<file path="src/rtl/fb_arb_pkg.sv">
// Shared types and defaults for the framebuffer bus arbiter.
package fb_arb_pkg;

  // Encoding matches the gnt output: 00 none, 01 video, 10 writer.
  typedef enum logic [1:0] {
    Idle   = 2'b00,
    GntVid = 2'b01,
    GntWr  = 2'b10
  } fb_gnt_t;

  localparam int unsigned AckCntW    = 8;
  localparam int unsigned DefWrQuota = 16;
  localparam int unsigned DefTimeout = 64;

endpackage

</file>
<file path="src/rtl/fb_arb_watchdog.sv">
// Stall watchdog: pulses timeout for one cycle after TIMEOUT consecutive unacked strobe cycles.
module fb_arb_watchdog
  import fb_arb_pkg::*;
#(
  parameter int unsigned TIMEOUT = DefTimeout
) (
  input  logic clk,
  input  logic rst_n,
  input  logic stb,
  input  logic ack,
  input  logic err,
  input  logic clear,
  output logic timeout
);

  localparam int unsigned CntW = $clog2(TIMEOUT + 1);

  logic [CntW-1:0] cnt_q, cnt_d;
  logic            stall;

  always_comb begin
    stall   = stb & ~ack & ~err;
    timeout = stall && (cnt_q == CntW'(TIMEOUT - 1));
    cnt_d   = cnt_q + CntW'(1);
    if (clear || !stall || timeout) begin
      cnt_d = '0;
    end
  end

  always_ff @(posedge clk or negedge rst_n) begin
    if (!rst_n) begin
      cnt_q <= '0;
    end else begin
      cnt_q <= cnt_d;
    end
  end

endmodule

</file>
<file path="src/rtl/fb_arbiter.sv">
// Two-master Wishbone arbiter: video (m0) fixed priority, writer (m1) bounded by an ack quota.
// Optional stall watchdog enabled by defining FB_ARB_WATCHDOG_EN.
module fb_arbiter
  import fb_arb_pkg::*;
#(
  parameter int unsigned ADDR_W   = 32,
  parameter int unsigned DATA_W   = 32,
  parameter int unsigned WR_QUOTA = DefWrQuota,
  parameter int unsigned TIMEOUT  = DefTimeout,
  localparam int unsigned SEL_W   = DATA_W / 8
) (
  input  logic              pixel_clk,
  input  logic              pixel_rst_n,
  input  logic              m0_cyc,
  input  logic              m0_stb,
  input  logic              m0_we,
  input  logic [ADDR_W-1:0] m0_adr,
  input  logic [SEL_W-1:0]  m0_sel,
  input  logic [DATA_W-1:0] m0_dat_w,
  output logic [DATA_W-1:0] m0_dat_r,
  output logic              m0_ack,
  output logic              m0_err,
  input  logic              m1_cyc,
  input  logic              m1_stb,
  input  logic              m1_we,
  input  logic [ADDR_W-1:0] m1_adr,
  input  logic [SEL_W-1:0]  m1_sel,
  input  logic [DATA_W-1:0] m1_dat_w,
  output logic [DATA_W-1:0] m1_dat_r,
  output logic              m1_ack,
  output logic              m1_err,
  output logic              s_cyc,
  output logic              s_stb,
  output logic              s_we,
  output logic [ADDR_W-1:0] s_adr,
  output logic [SEL_W-1:0]  s_sel,
  output logic [DATA_W-1:0] s_dat_w,
  input  logic [DATA_W-1:0] s_dat_r,
  input  logic              s_ack,
  input  logic              s_err,
  output logic [1:0]        gnt
);

  localparam logic [AckCntW-1:0] Quota = AckCntW'(WR_QUOTA);

  fb_gnt_t             state_q, state_d;
  logic [AckCntW-1:0]  ack_cnt_q, ack_cnt_d;
  logic                wd_timeout;
  logic                done;

`ifdef FB_ARB_WATCHDOG_EN
  fb_arb_watchdog #(
    .TIMEOUT(TIMEOUT)
  ) u_watchdog (
    .clk    (pixel_clk),
    .rst_n  (pixel_rst_n),
    .stb    (s_stb),
    .ack    (s_ack),
    .err    (s_err),
    .clear  (state_d != state_q),
    .timeout(wd_timeout)
  );
`else
  logic unused_timeout;
  assign unused_timeout = ^TIMEOUT;
  assign wd_timeout     = 1'b0;
`endif

  // A watchdog pulse completes the stalled transfer just like an ack or err.
  assign done = s_ack | s_err | wd_timeout;

  always_comb begin
    state_d = state_q;
    unique case (state_q)
      Idle: begin
        if (m0_cyc) begin
          state_d = GntVid;
        end else if (m1_cyc) begin
          state_d = GntWr;
        end
      end
      GntVid: begin
        if (!m0_cyc) begin
          state_d = m1_cyc ? GntWr : Idle;
        end
      end
      GntWr: begin
        if (!m1_cyc) begin
          state_d = m0_cyc ? GntVid : Idle;
        end else if (done && m0_cyc && (ack_cnt_q >= Quota - AckCntW'(1))) begin
          state_d = GntVid;
        end
      end
      default: state_d = Idle;
    endcase
    if (wd_timeout) begin
      state_d = Idle;
    end
  end

  always_comb begin
    ack_cnt_d = ack_cnt_q;
    if ((state_d == GntWr) && (state_q != GntWr)) begin
      ack_cnt_d = '0;
    end else if ((state_q == GntWr) && done && (ack_cnt_q < Quota)) begin
      ack_cnt_d = ack_cnt_q + AckCntW'(1);
    end
  end

  always_ff @(posedge pixel_clk or negedge pixel_rst_n) begin
    if (!pixel_rst_n) begin
      state_q   <= Idle;
      ack_cnt_q <= '0;
    end else begin
      state_q   <= state_d;
      ack_cnt_q <= ack_cnt_d;
    end
  end

  always_comb begin
    s_cyc   = 1'b0;
    s_stb   = 1'b0;
    s_we    = 1'b0;
    s_adr   = '0;
    s_sel   = '0;
    s_dat_w = '0;
    m0_ack  = 1'b0;
    m0_err  = 1'b0;
    m1_ack  = 1'b0;
    m1_err  = 1'b0;
    unique case (state_q)
      GntVid: begin
        s_cyc   = m0_cyc;
        s_stb   = m0_stb;
        s_we    = m0_we;
        s_adr   = m0_adr;
        s_sel   = m0_sel;
        s_dat_w = m0_dat_w;
        m0_ack  = s_ack;
        m0_err  = s_err | wd_timeout;
      end
      GntWr: begin
        s_cyc   = m1_cyc;
        s_stb   = m1_stb;
        s_we    = m1_we;
        s_adr   = m1_adr;
        s_sel   = m1_sel;
        s_dat_w = m1_dat_w;
        m1_ack  = s_ack;
        m1_err  = s_err | wd_timeout;
      end
      default: ;
    endcase
  end

  assign m0_dat_r = s_dat_r;
  assign m1_dat_r = s_dat_r;
  assign gnt      = state_q;

endmodule
</file>
<file path="config.mk">
export PLATFORM = sky130hd
export DESIGN_NAME = fb_arbiter
export DESIGN_NICKNAME = d
export VERILOG_FILES = /design/src/rtl/fb_arb_pkg.sv /design/src/rtl/fb_arb_watchdog.sv /design/src/rtl/fb_arbiter.sv
export SDC_FILE = /design/constraint.sdc
export NUM_CORES = 1
export LEC_CHECK = 0
export CORE_AREA = 2 2 124 126
export DETAILED_ROUTE_END_ITERATION = 12
export DIE_AREA = 0 0 126 128
export DONT_BUFFER_PORTS = 1
export GPL_ROUTABILITY_DRIVEN = 0
export GPL_TIMING_DRIVEN = 1
export PLACE_DENSITY = 0.3
export SYNTH_ARGS = -nofsm -noshare
export SYNTH_HDL_FRONTEND = slang
export SYNTH_SLANG_ARGS = --single-unit
</file>
<file path="constraint.sdc">
create_clock -name pixel_clk -period 2.57 [get_ports pixel_clk]
set_clock_uncertainty 0.2 [all_clocks]
set_input_delay 0.514 -clock pixel_clk [delete_from_list [all_inputs] [get_ports pixel_clk]]
set_output_delay 0.514 -clock pixel_clk [all_outputs]
set_load 0.05 [all_outputs]
</file>
Word level (Yosys, flattened, before mapping)
Cells that the tools add are included.
{"block": "totals", "input_bits": 178, "output_inout_bits": 141, "reg_bits": 10, "wordCells": 37}
{"block": "classes", "eq_ne": 4, "muxes": 20, "addsub": 1, "n_reduce_logical": 7, "n_bitwise": 1, "order_cmp": 2}
{"op": "$pmux W32 S2", "count": 2}
{"op": "$mux W8", "count": 2}
{"op": "$mux W2", "count": 6}
{"op": "$add A8 B1 Y8 const B", "count": 1}
{"op": "$ge A8 B4 Y1 const B", "count": 1}
{"op": "$lt A8 B5 Y1 const B", "count": 1}
{"op": "$pmux W4 S2", "count": 1}
{"op": "$pmux W1 S2", "count": 3}
{"op": "$pmux W2 S3", "count": 1}
{"op": "$logic_and A1 B1 Y1", "count": 5}
{"op": "$mux W1", "count": 5}
{"op": "$eq A2 B2 Y1 const B", "count": 2}
{"op": "$eq A2 B1 Y1 const B", "count": 1}
{"op": "$logic_not A2 Y1", "count": 1}
{"op": "$ne A2 B2 Y1 const B", "count": 1}
{"op": "$reduce_bool A2 Y1", "count": 1}
{"op": "$or A1 B1 Y1", "count": 1}

Logic depth before layout (Yosys ltp)
Gate-level depths: netlist of the first run.
{"block": "depth", "word_depth": 9, "ltp_mapped": 8, "mapped_depth_nobuf": 6}

Least setup slack after synthesis of the first run
OpenSTA, ideal clock, no wires.
{"block": "synth_timing", "path_kind": "register to output", "start": "register state_q[0], in the netlist gnt[0]", "end": "output port s_adr[15]", "setup_slack_ps": -632, "arrival_time_ps": 2488, "required_ps": 1856, "path_stages_with_launch": 8, "path_cell_list": "dfrtp_1 inv_1 ha_1 clkbuf_1 clkbuf_1 buf_1 a22oi_1 nor2b_1"}
{"block": "synth_between", "elab_chain_len": 2}
{"element": "start: declaration", "line_no": "fb_arbiter.sv:46", "rtl": "fb_gnt_t state_q, state_d;"}
{"element": "start signal: assignment", "line_no": "fb_arbiter.sv:112", "rtl": "state_q <= Idle;"}
{"element": "start signal: assignment", "line_no": "fb_arbiter.sv:115", "rtl": "state_q <= state_d;"}
{"element": "$eq A2 B2 Y1 or $eq A2 B1 Y1 (tied branches)", "line_no": "fb_arbiter.sv:131", "rtl": "unique case (state_q)"}
{"element": "$pmux W32 S2 (*)", "line_no": "fb_arbiter.sv:131"}
{"element": "end: declaration", "line_no": "fb_arbiter.sv:35", "rtl": "output logic [ADDR_W-1:0] s_adr,"}
Every way passes the cells marked *; elsewhere a longest branch is shown, timed or not.

Worst setup path in the final report of the first run
{"block": "layout_timing", "start": "register state_q[1], in the netlist gnt[1]", "end": "output port s_dat_w[22]"}
{"block": "layout_between", "elab_chain_len": 2}
{"element": "$eq A2 B2 Y1 or $eq A2 B1 Y1 (tied branches)", "line_no": "fb_arbiter.sv:131"}
{"element": "$pmux W32 S2 (*)", "line_no": "fb_arbiter.sv:131"}
{"element": "end: declaration", "line_no": "fb_arbiter.sv:37", "rtl": "output logic [DATA_W-1:0] s_dat_w,"}
Marks and branches as above.

==> results of run 1 <==
## kinds of logic after synthesis
family | count (synthesis) | share of synthesized area (%)
and+or+nand+nor | 84 | 25.1
adders and majority gates | 5 | 2.88
xor gates and xnor gates | 3 | 1.21
buffers and inverters | 93 | 27.2
muxes | 2 | 0.923
DFF | 10 | 11.5
AOI/OAI and AO/OA | 89 | 31.2
## sequential cells by signal (all words and copies together), names as in the netlist
name	cells
gnt	2
ack_cnt_q	8
## power by group
group / switching, uW / internal, uW / leakage (uW)
clock: 75.7 / 208 / 0.0000382
sequential: 39.1 / 199 / 0.000133
combinational: 3580 / 3390 / 0.00134
total: 3690 / 3800 / 0.00151
## synth_stat cells, drive strengths merged (2+ instances only)
cell	number
a21boi	3
a21oi	8
a22oi	71
and2	4
and4b	2
buf	65
clkbuf	24
dfrtp	10
ha	5
inv	4
mux2i	2
nor2b	72
xnor2	3
## area by class of cell
cell class / instances / area [sq um]
fillers: 1528 / 10800
multi-input cells: 183 / 1890
repair buffers: 83 / 1580
flip-flops and latches: 10 / 253
well taps: 188 / 235
clock buffers: 4 / 78.8
inverters: 4 / 15.0
## metal layers
layer  up-vias  share of wire (%)
li1        946                  -
met1       992                 36
met2       134                 56
met3        15                7.6
met4         0               0.74
met5         -                  0
## how the worst max path moves through the flow
stage | startpoint | to | slack (ps)
floorplan | gnt[1] | s_adr[13] | -70
global placement | gnt[0] | s_dat_w[22] | 310
detailed placement | gnt[1] | s_sel[3] | 270
CTS | gnt[1] | s_sel[3] | 10
global route | gnt[1] | s_dat_w[22] | -4
finish | gnt[1] | s_dat_w[22] | 100
## stage by stage
| step | TNS (ps) | worst slack [ps] |
|---|---|---|
| 5_1_grt | -3.90 | -3.90 |
| 3_5_place_dp | 0 | 272 |
| 3_3_place_gp | 0 | 307 |
| 6_report | 0 | 101 |
| 2_1_floorplan | -4440 | -70.5 |
| 4_1_cts | 0 | 10.1 |
## critical path: cells and delay by family (launching register included)
family,cells,cell delay [ps]
flops,1,390
fa+ha+maj,1,410
buf+inv,3,480
simple gates,1,220
## what timing repair did
item	in CTS	in global routing
hold endpoints to repair	10	0
gates resized for setup	0	3
hold buffers	1	0
setup endpoints to repair	0	40
==> results by group, run 1 <==
Run status
  – Status: completed

Place
  – Inst Count DP: between 400 and 500
  – IO Port Bufs: 0
  – DP Wirelength: ~7 mm
  – Post-DP Area: around 3900 sq um

Clocking
  – TritonCTS clock tree: done
  – H-tree depth: 1
  – Clock Path Buffers: 2
  – Clock sink count: 10
  – Post-CTS Repair Setup Buffers: 0
  – Clock root buffer master: clkbuf_16
  – Clk Latency, worst-skew pair: 240 ps
  – Num CTS Buffers: 3
  – Worst-path clk slew: around 40 ps

Detailed routing
  – Vias: roughly 2100
  – DR DRC count: 0
  – DR pass1 iterations: 4
  – WL/cell: roughly 17 microns
  – Vias per cell: roughly 4.4
  – Number of DRC markers in iteration 0: 64
  – Post-DRT Antenna Nets: 0
  – WL final: 8.20 mm

Floorplan
  – Initial core utilization: between 10% and 20%
  – Full die area: around 16000 sq um
  – Chip height: between 100 and 150 microns
  – Cell Rows: 45
  – Die span in x: 126 microns
  – CORE AREA: 14900 sq um
  – Top-level port count: about 320

Finish
  – Layout cells sized above 1: approximately three fifths
  – Most common cell after layout, fill and taps aside: buf_12
  – Final Util: 27.3%
  – Non-filler cells in the finished layout: about 470
  – Design area: 4050 sq um
  – Synthesis-to-finish area growth: 86.8%
  – Final nets: between 400 and 500
  – Most frequent cells in the layout: 76 x buf_12, 71 x a22oi_1, 70 x nor2b_4
  – N_diodes: 0

Critical path
  – Startpoint type of the worst setup path: flip-flop
  – Most Frequent Cell on Critical Path: buf_12
  – Worst r2r src: gnt[1]
  – Worst R2R Path Depth: 7
  – Worst R2R End: ack_cnt_q[1]
  – Worst-path cell chain: inv_1 -> ha_2 -> buf_12 -> nor2b_2 -> buf_12
  – R2r setup slk: around 420 ps
  – CP arrival: 1750 ps
  – Crit end category: primary output
  – CP max-delay cell: ha_2
  – Critical path required time: approximately 1900 ps
  – CP max FO: 39
  – Critical path's largest stage delay: around 410 ps
  – CP Class: flip-flop to primary output

Logic synthesis
  – Synth Warn #: 0
  – Post-Syn Nets: roughly 470
  – Ys async rst share: 100%
  – Sequential fraction of the synthesis area: 11.5%
  – FF+latch count, synth: 10
  – Synth top area share: between 20 and 25%
  – Synth area leaders: a22oi_1 25%, buf_4 22%, nor2b_1 21%, dfrtp_1 12%, clkbuf_1 4.2%
  – Netlist Area Pre-Place: 2170 sq um
  – Cell taking the most area after synthesis: a22oi_1
  – Post-synthesis cell type count: 27
  – Synthesized area per cell: 7.59 sq um
  – Dominant synthesized flop cell: dfrtp_1
  – Cell count after synthesis: around 290
  – Post-synth EDFFs: 0

Worst hold path
  – Hold depth: 2
  – Worst hold endpoint: gnt[0]
  – Min-delay src: m0_cyc
  – Hold crit path type: input pin to flip-flop

Power and ir drop
  – P per Cell Area: about 1800 nW/um^2
  – Pleak: 0.00151 uW
  – Total Power: roughly 7500 uW
  – Peak supply drop: 0.460 mV

Global routing
  – Largest net degree at the start of global routing: 40
  – First-pass GRT wire length: roughly 12 mm
  – Met1 Track Usage GR: a little over a tenth
  – Vias in the first global route: approximately 2100
  – GRT Residual Overflow: 0
  – GRT Max-Usage Layer: met2
  – Grt met2 use: approximately 17%
  – Initial antenna violation count: 0
  – Tot GR Track Use: a little under a tenth
  – GR Layer Usage met3: under 10%

Timing
  – Fin crit period: roughly 2500 ps
  – Period Utilization, post-route: between 90% and 100%
  – Slew HR: 62.5%
  – Slew Limit Fails: 0
  – Final hold vios: 0
  – Setup violations, final: 0
  – Fmax: just over 400 MHz
  – WHS: 262 ps
  – Slew @ Worst Pin: ~560 ps

Job
  – Max-Cap Viols: 0
Power figures use the tool's default switching activity.
==> run 2, diff against run 1 <==
--- a/config.mk
+++ b/config.mk
@@ -5,9 +5,9 @@
 export SDC_FILE = /design/constraint.sdc
 export NUM_CORES = 1
 export LEC_CHECK = 0
-export CORE_AREA = 2 2 124 126
+export CORE_AREA = 3 3 122 124
 export DETAILED_ROUTE_END_ITERATION = 12
-export DIE_AREA = 0 0 126 128
+export DIE_AREA = 0 0 125 127
 export DONT_BUFFER_PORTS = 1
 export GPL_ROUTABILITY_DRIVEN = 0
 export GPL_TIMING_DRIVEN = 1
==> constraint.sdc (replaced) <==
create_clock -name pixel_clk -period 2.57 [get_ports pixel_clk]
set_clock_uncertainty 0.2 [all_clocks]
set_input_delay 0.514 -clock pixel_clk [delete_from_list [all_inputs] [get_ports pixel_clk]]
set_output_delay 0.514 -clock pixel_clk [all_outputs]
set_load 0.02 [all_outputs]
==> run 2 against run 1 <==
  * Power shrank 48%
  * Die area shrank 1.6%
  * Count of clock-buffer cells in the layout is the same
  * Flip-flop and latch count is the same
  * Critical path depth is the same
  * Sequential share of layout area grew 4.0 points
  * Register-to-register slack lost 120 ps
  * Sequential power grew 5%
  * Via count shrank 8.8%
  * Combinational power shrank 52%
  * Utilization shrank 9.4 points
  * Critical path type unchanged
==> results by group, run 2 (synthesis gave the netlist of run 1 again) <==
Finish
  – Final nets: 429 (-8.3%)
  – Most frequent cells in the layout: 70 x a22oi_1, 47 x nor2b_2, 36 x buf_4
  – Non-filler cells in the finished layout: 425 (-10%)
  – Largest reg by FF count: ack_cnt_q
  – Max FFs per register: 8 (unchanged)
  – N_diodes: 0 (unchanged)
  – Synthesis-to-finish area growth: 14.2%
  – Most common cell after layout, fill and taps aside: a22oi_1
  – Layout cells sized above 1: 42.9% (-16 points)
  – Final Util: 17.8% (-9.4 points)

Critical path
  – Worst path depth: 5 (unchanged)
  – Critical path's largest stage delay: 460 ps (+50 ps)
  – Critical path required time: 1860 ps (about the same)
  – CP arrival: 1740 ps (about the same)
  – CP max-delay cell: dfrtp_2
  – CP Class: flip-flop to primary output
  – Worst-path cell chain: inv_2 -> ha_4 -> bufbuf_16 -> a22oi_1 -> nor2b_2
  – Startpoint type of the worst setup path: flip-flop
  – Buf+Inv Stages, Crit Path: 2 (-1)
  – Crit end category: primary output
  – Worst R2R Path Depth: 6 (-1)
  – CP max FO: 23 (-41%)
  – Critical path's top delay family: buffers and inverters

Clocking
  – Clock sink count: 10 (unchanged)
  – Clock Path Buffers: 2 (unchanged)
  – Clk Latency, worst-skew pair: 240 ps (about the same)
  – Worst-path clk slew: 40 ps (about the same)
  – Num CTS Buffers: 3 (unchanged)
  – Clock root buffer master: clkbuf_16
  – TritonCTS clock tree: done
  – H-tree depth: 1 (unchanged)

Detailed routing
  – Vias per cell: 4.48 (+1.3%)
  – WL/cell: 19.3 microns (+11%)
  – Number of DRC markers in iteration 0: 49 (-23%)
  – WL final: 8.19 mm (-0.11%)
  – Vias: 1904 (-8.8%)
  – DR pass1 iterations: 5 (+1)
  – Post-DRT Antenna Nets: 0 (unchanged)
  – DR DRC count: 0 (unchanged)

Power and ir drop
  – P per Cell Area: 1580 nW/um^2 (-15%)
  – Pleak: 0.000866 uW (-43%)
  – Peak supply drop: 0.437 mV (-5.0%)
  – Total Power: 3910 uW (-48%)

Timing
  – Slew HR: 58.3% (-4.2 points)
  – WHS: 269 ps (+6.92 ps)
  – Slew Limit Fails: 0 (unchanged)
  – Setup violations, final: 0 (unchanged)
  – Fmax: 407 MHz (+0.48%)
  – Final hold vios: 0 (unchanged)
  – Fin Setup TNS: 0 ps (unchanged)
  – RSZ-0062 raised after global routing: no
  – Fin crit period: 2460 ps (-11.7 ps)
  – Slew @ Worst Pin: 623 ps (+60.4 ps)
  – Period Utilization, post-route: 95.6% (-0.46 points)

Global routing
  – Tot GR Track Use: 9.07% (-0.13 points)
  – Largest net degree at the start of global routing: 43 (+7.5%)
  – First-pass GRT wire length: 11.4 mm (-1.8%)
  – Initial antenna violation count: 0 (unchanged)
  – GRT Residual Overflow: 0 (unchanged)
  – Vias in the first global route: 1859 (-9.4%)

Floorplan
  – CORE AREA: 13900 sq um (-6.6%)
  – Die span in x: 125 microns (-0.79%)
  – Chip height: 127 microns (-0.78%)
  – Cell Rows: 43 (-4.4%)
  – Full die area: 15900 sq um (-1.6%)
  – Top-level port count: 319 (unchanged)
  – Initial core utilization: 15.6% (+1.0 points)

Run status
  – Status: completed

Place
  – Inst Count DP: 419 (-10%)
  – DP Wirelength: 6.64 mm (-4.3%)
  – IO Port Bufs: 0 (unchanged)

Worst hold path
  – Hold depth: 2 (unchanged)
  – Hold crit path type: input pin to flip-flop

Job
  – Max-Cap Viols: 0 (unchanged)
run 2: path summary, 6_finish.rpt:
check	from	end	slack [ps]
worst max register to register	gnt[1]	ack_cnt_q[2]	300
worst max-delay path	gnt[0]	s_adr[17]	110
max in group asynchronous	pixel_rst_n	gnt[1]	1280
worst min-delay path	m0_cyc	gnt[0]	270
min in group asynchronous	pixel_rst_n	ack_cnt_q[5]	500
worst min register to register	ack_cnt_q[5]	ack_cnt_q[5]	380
run 2: cell type report:
type / instances / area (sq um)
Multi-Input combinational cell: 183 / 1480
Sequential cell: 10 / 253
Fill cell: 1591 / 11400
Clock buffer: 4 / 88.8
Tap cell: 180 / 225
Inverter: 4 / 15.0
Timing Repair Buffer: 44 / 415
run 2: timing repair:
item | in CTS | in global routing
gates resized for setup | 7 | 2
pin swaps | 0 | 1
cloned | 1 | 0
hold endpoints to repair | 10 | 0
hold buffers | 1 | 0
endpoints found under the setup margin | 59 | 15
setup buffers | 0 | 0
run 2: where the power goes:
part	internal (uW)	switching, uW
combinational	1460	1890
clock	234	73.9
sequential	199	51.8
total	1890	2010
run 2: per-stage QoR:
stage	worst slack [ps]	area [sq um]
final	113	2480
after global routing	9.58	2480
after CTS	48.0	2470
after detailed placement	178	2310
after global placement	187	2310
after floorplan	2.14	2290
run 2: metal layers:
| metal | vias up | track usage, % | share of wire (%) |
|---|---|---|---|
| met5 | - | 0 | 0 |
| met2 | 147 | 17.1 | 54 |
| met1 | 864 | 10.3 | 36 |
| li1 | 872 | - | - |
| met3 | 21 | 2.63 | 8.6 |
| met4 | 0 | 1.66 | 0.90 |
==> run 3, diff against run 2 <==
--- a/config.mk
+++ b/config.mk
@@ -5,9 +5,9 @@
 export SDC_FILE = /design/constraint.sdc
 export NUM_CORES = 1
 export LEC_CHECK = 0
-export CORE_AREA = 3 3 122 124
+export CORE_AREA = 3 3 123 125
 export DETAILED_ROUTE_END_ITERATION = 12
-export DIE_AREA = 0 0 125 127
+export DIE_AREA = 0 0 126 128
 export DONT_BUFFER_PORTS = 1
 export GPL_ROUTABILITY_DRIVEN = 0
 export GPL_TIMING_DRIVEN = 1
==> run 3 against run 2 <==
  * Clock power shrank 2%
  * Combinational power shrank 2%
  * Sequential power shrank 4%
  * Hold slack is essentially flat
  * Design area shrank 1.8%
  * Count of clock-buffer cells in the layout is the same
  * Non-clock buffer count shrank 1
  * Die area grew 1.6%
  * Critical path type unchanged
  * Critical endpoint is now s_dat_w[27]
==> results by group, run 3 (synthesis gave the netlist of run 1 again) <==
Finish
  – Number of fill cells: 1603 (+0.75%)
  – Max FFs per register: 8 (unchanged)
  – Synthesis-to-finish area growth: 12.2%
  – Most common cell after layout, fill and taps aside: a22oi_1
  – Final nets: 428 (-0.23%)
  – Multi-input gate area: 1460 sq um (-1.2%)
  – N_diodes: 0 (unchanged)
  – Reg area: 251 sq um (-0.49%)
  – Most frequent cells in the layout: 70 x a22oi_1, 48 x nor2b_2, 36 x buf_4
  – Largest reg by FF count: ack_cnt_q
  – Layout cells sized above 1: 42.2% (-0.64 points)
  – Non-filler cells in the finished layout: 424 (-0.24%)

Global routing
  – GRT Residual Overflow: 0 (unchanged)
  – Initial antenna violation count: 0 (unchanged)
  – First-pass GRT wire length: 10.4 mm (-9.4%)
  – Tot GR Track Use: 8.13% (-0.94 points)
  – Vias in the first global route: 1741 (-6.3%)
  – Largest net degree at the start of global routing: 45 (+4.7%)

Critical path
  – Critical path required time: 1860 ps (about the same)
  – Startpoint type of the worst setup path: flip-flop
  – CP max FO: 35 (+52%)
  – Crit end category: primary output
  – CP arrival: 1700 ps (-40 ps)
  – CP Class: flip-flop to primary output

Floorplan
  – CORE AREA: 14000 sq um (+0.78%)
  – Chip height: 128 microns (+0.79%)
  – Cell Rows: 43 (unchanged)
  – Initial core utilization: 15.5% (-0.12 points)
  – Die span in x: 126 microns (+0.80%)
  – Full die area: 16100 sq um (+1.6%)
  – Top-level port count: 319 (unchanged)

Detailed routing
  – Number of DRC markers in iteration 0: 55 (+12%)
  – WL final: 7.77 mm (-5.1%)
  – Vias per cell: 4.44 (-0.87%)
  – DR DRC count: 0 (unchanged)
  – Post-DRT Antenna Nets: 0 (unchanged)
  – DR pass1 iterations: 6 (+1)
  – Vias: 1883 (-1.1%)
  – WL/cell: 18.3 microns (-4.9%)

Clocking
  – TritonCTS clock tree: done
  – Worst-path clk slew: 40 ps (about the same)
  – H-tree depth: 1 (unchanged)
  – Clock sink count: 10 (unchanged)
  – Clk Latency, worst-skew pair: 230 ps (about the same)
  – Clock root buffer master: clkbuf_16
  – Clock Path Buffers: 2 (unchanged)
  – Num CTS Buffers: 3 (unchanged)

Power and ir drop
  – Pleak: 0.000852 uW (-1.6%)
  – Peak supply drop: 0.372 mV (-15%)
  – Total Power: 3840 uW (-1.8%)
  – P per Cell Area: 1580 nW/um^2 (about the same)

Job
  – Max-Cap Viols: 0 (unchanged)

Timing
  – Period Utilization, post-route: 94.0% (-1.6 points)
  – Slew Limit Fails: 0 (unchanged)
  – RSZ-0062 raised after global routing: no
  – Fmax: 414 MHz (+1.7%)
  – Fin crit period: 2420 ps (-40.7 ps)
  – Final hold vios: 0 (unchanged)
  – Fin Setup TNS: 0 ps (unchanged)
  – Slew HR: 57.8% (-0.52 points)
  – Setup violations, final: 0 (unchanged)
  – Slew @ Worst Pin: 631 ps (+7.85 ps)

Place
  – IO Port Bufs: 0 (unchanged)
  – Inst Count DP: 416 (-0.72%)
  – DP Wirelength: 6.11 mm (-7.9%)

Worst hold path
  – Hold crit path type: input pin to flip-flop

Run status
  – Status: completed
==> run 3: cell types whose count changed in the layout (fill, tap and decap cells not counted), sizes merged <==
cell	delta
bufbuf	-1
==> run 3: final cells by class <==
class / instances / area share (%)
Clock buffer: 4 / 3.65
Inverter: 4 / 0.617
Multi-Input combinational cell: 183 / 60.1
Sequential cell: 10 / 10.3
Tap cell: 180 / 9.25
Timing Repair Buffer: 43 / 16.0
==> run 3: metrics by stage <==
| stage | worst slack [ps] | utilization (%) | hold WS [ps] | instance area [sq um] |
|---|---|---|---|---|
| after global placement | 194 | 16.3 | 19.0 | 2280 |
| after global routing | 22.5 | 17.4 | 275 | 2430 |
| after detailed placement | 225 | 16.3 | 19.0 | 2280 |
| after floorplan | 2.14 | - | 18.4 | 2290 |
| final | 154 | 17.4 | 269 | 2430 |
| after CTS | 15.7 | 17.3 | 267 | 2420 |
==> run 3: power breakdown <==
group	switching, uW	internal [uW]	total [uW]	leakage (uW)
clock network	68.0	233	301	0.0000442
registers	44.1	197	242	0.000134
logic	1900	1390	3290	0.000674
total	2010	1820	3840	0.000852
==> run 3: final timing paths <==
path,from,endpoint,slack (ps),depth (start not counted)
worst max-delay path,gnt[0],s_dat_w[27],150,6
worst min-delay path,m0_cyc,gnt[0],270,2
worst max register to register,gnt[1],ack_cnt_q[0],360,6
worst min register to register,ack_cnt_q[5],ack_cnt_q[5],370,1
max in group asynchronous,pixel_rst_n,gnt[0],1340,1
min in group asynchronous,pixel_rst_n,ack_cnt_q[0],480,1
==> run 3: critical path: stages, from the launching register on <==
cell and delay (ps):
dfrtp_2 450, inv_2 100, ha_2 220, buf_6 270
a22oi_1 130, nor2b_1 130, buf_4 150
==> run 3: what timing repair did <==
| action | CTS | global route |
|---|---|---|
| hold buffers | 1 | 0 |
| buffers inserted | 0 | 2 |
| cloned | 1 | 0 |
| hold endpoints to repair | 10 | 0 |
| setup endpoints to repair | 19 | 48 |
| gates resized for setup | 2 | 5 |
==> run 3: layer usage <==
layer  vias up  wire length [microns]  GRT usage (%)
met1       864                   2860           9.70
met5         -                      0              0
met3        24                    649           1.83
met2       126                   4140           14.9
met4         0                    125           1.77
li1        869                      -              -
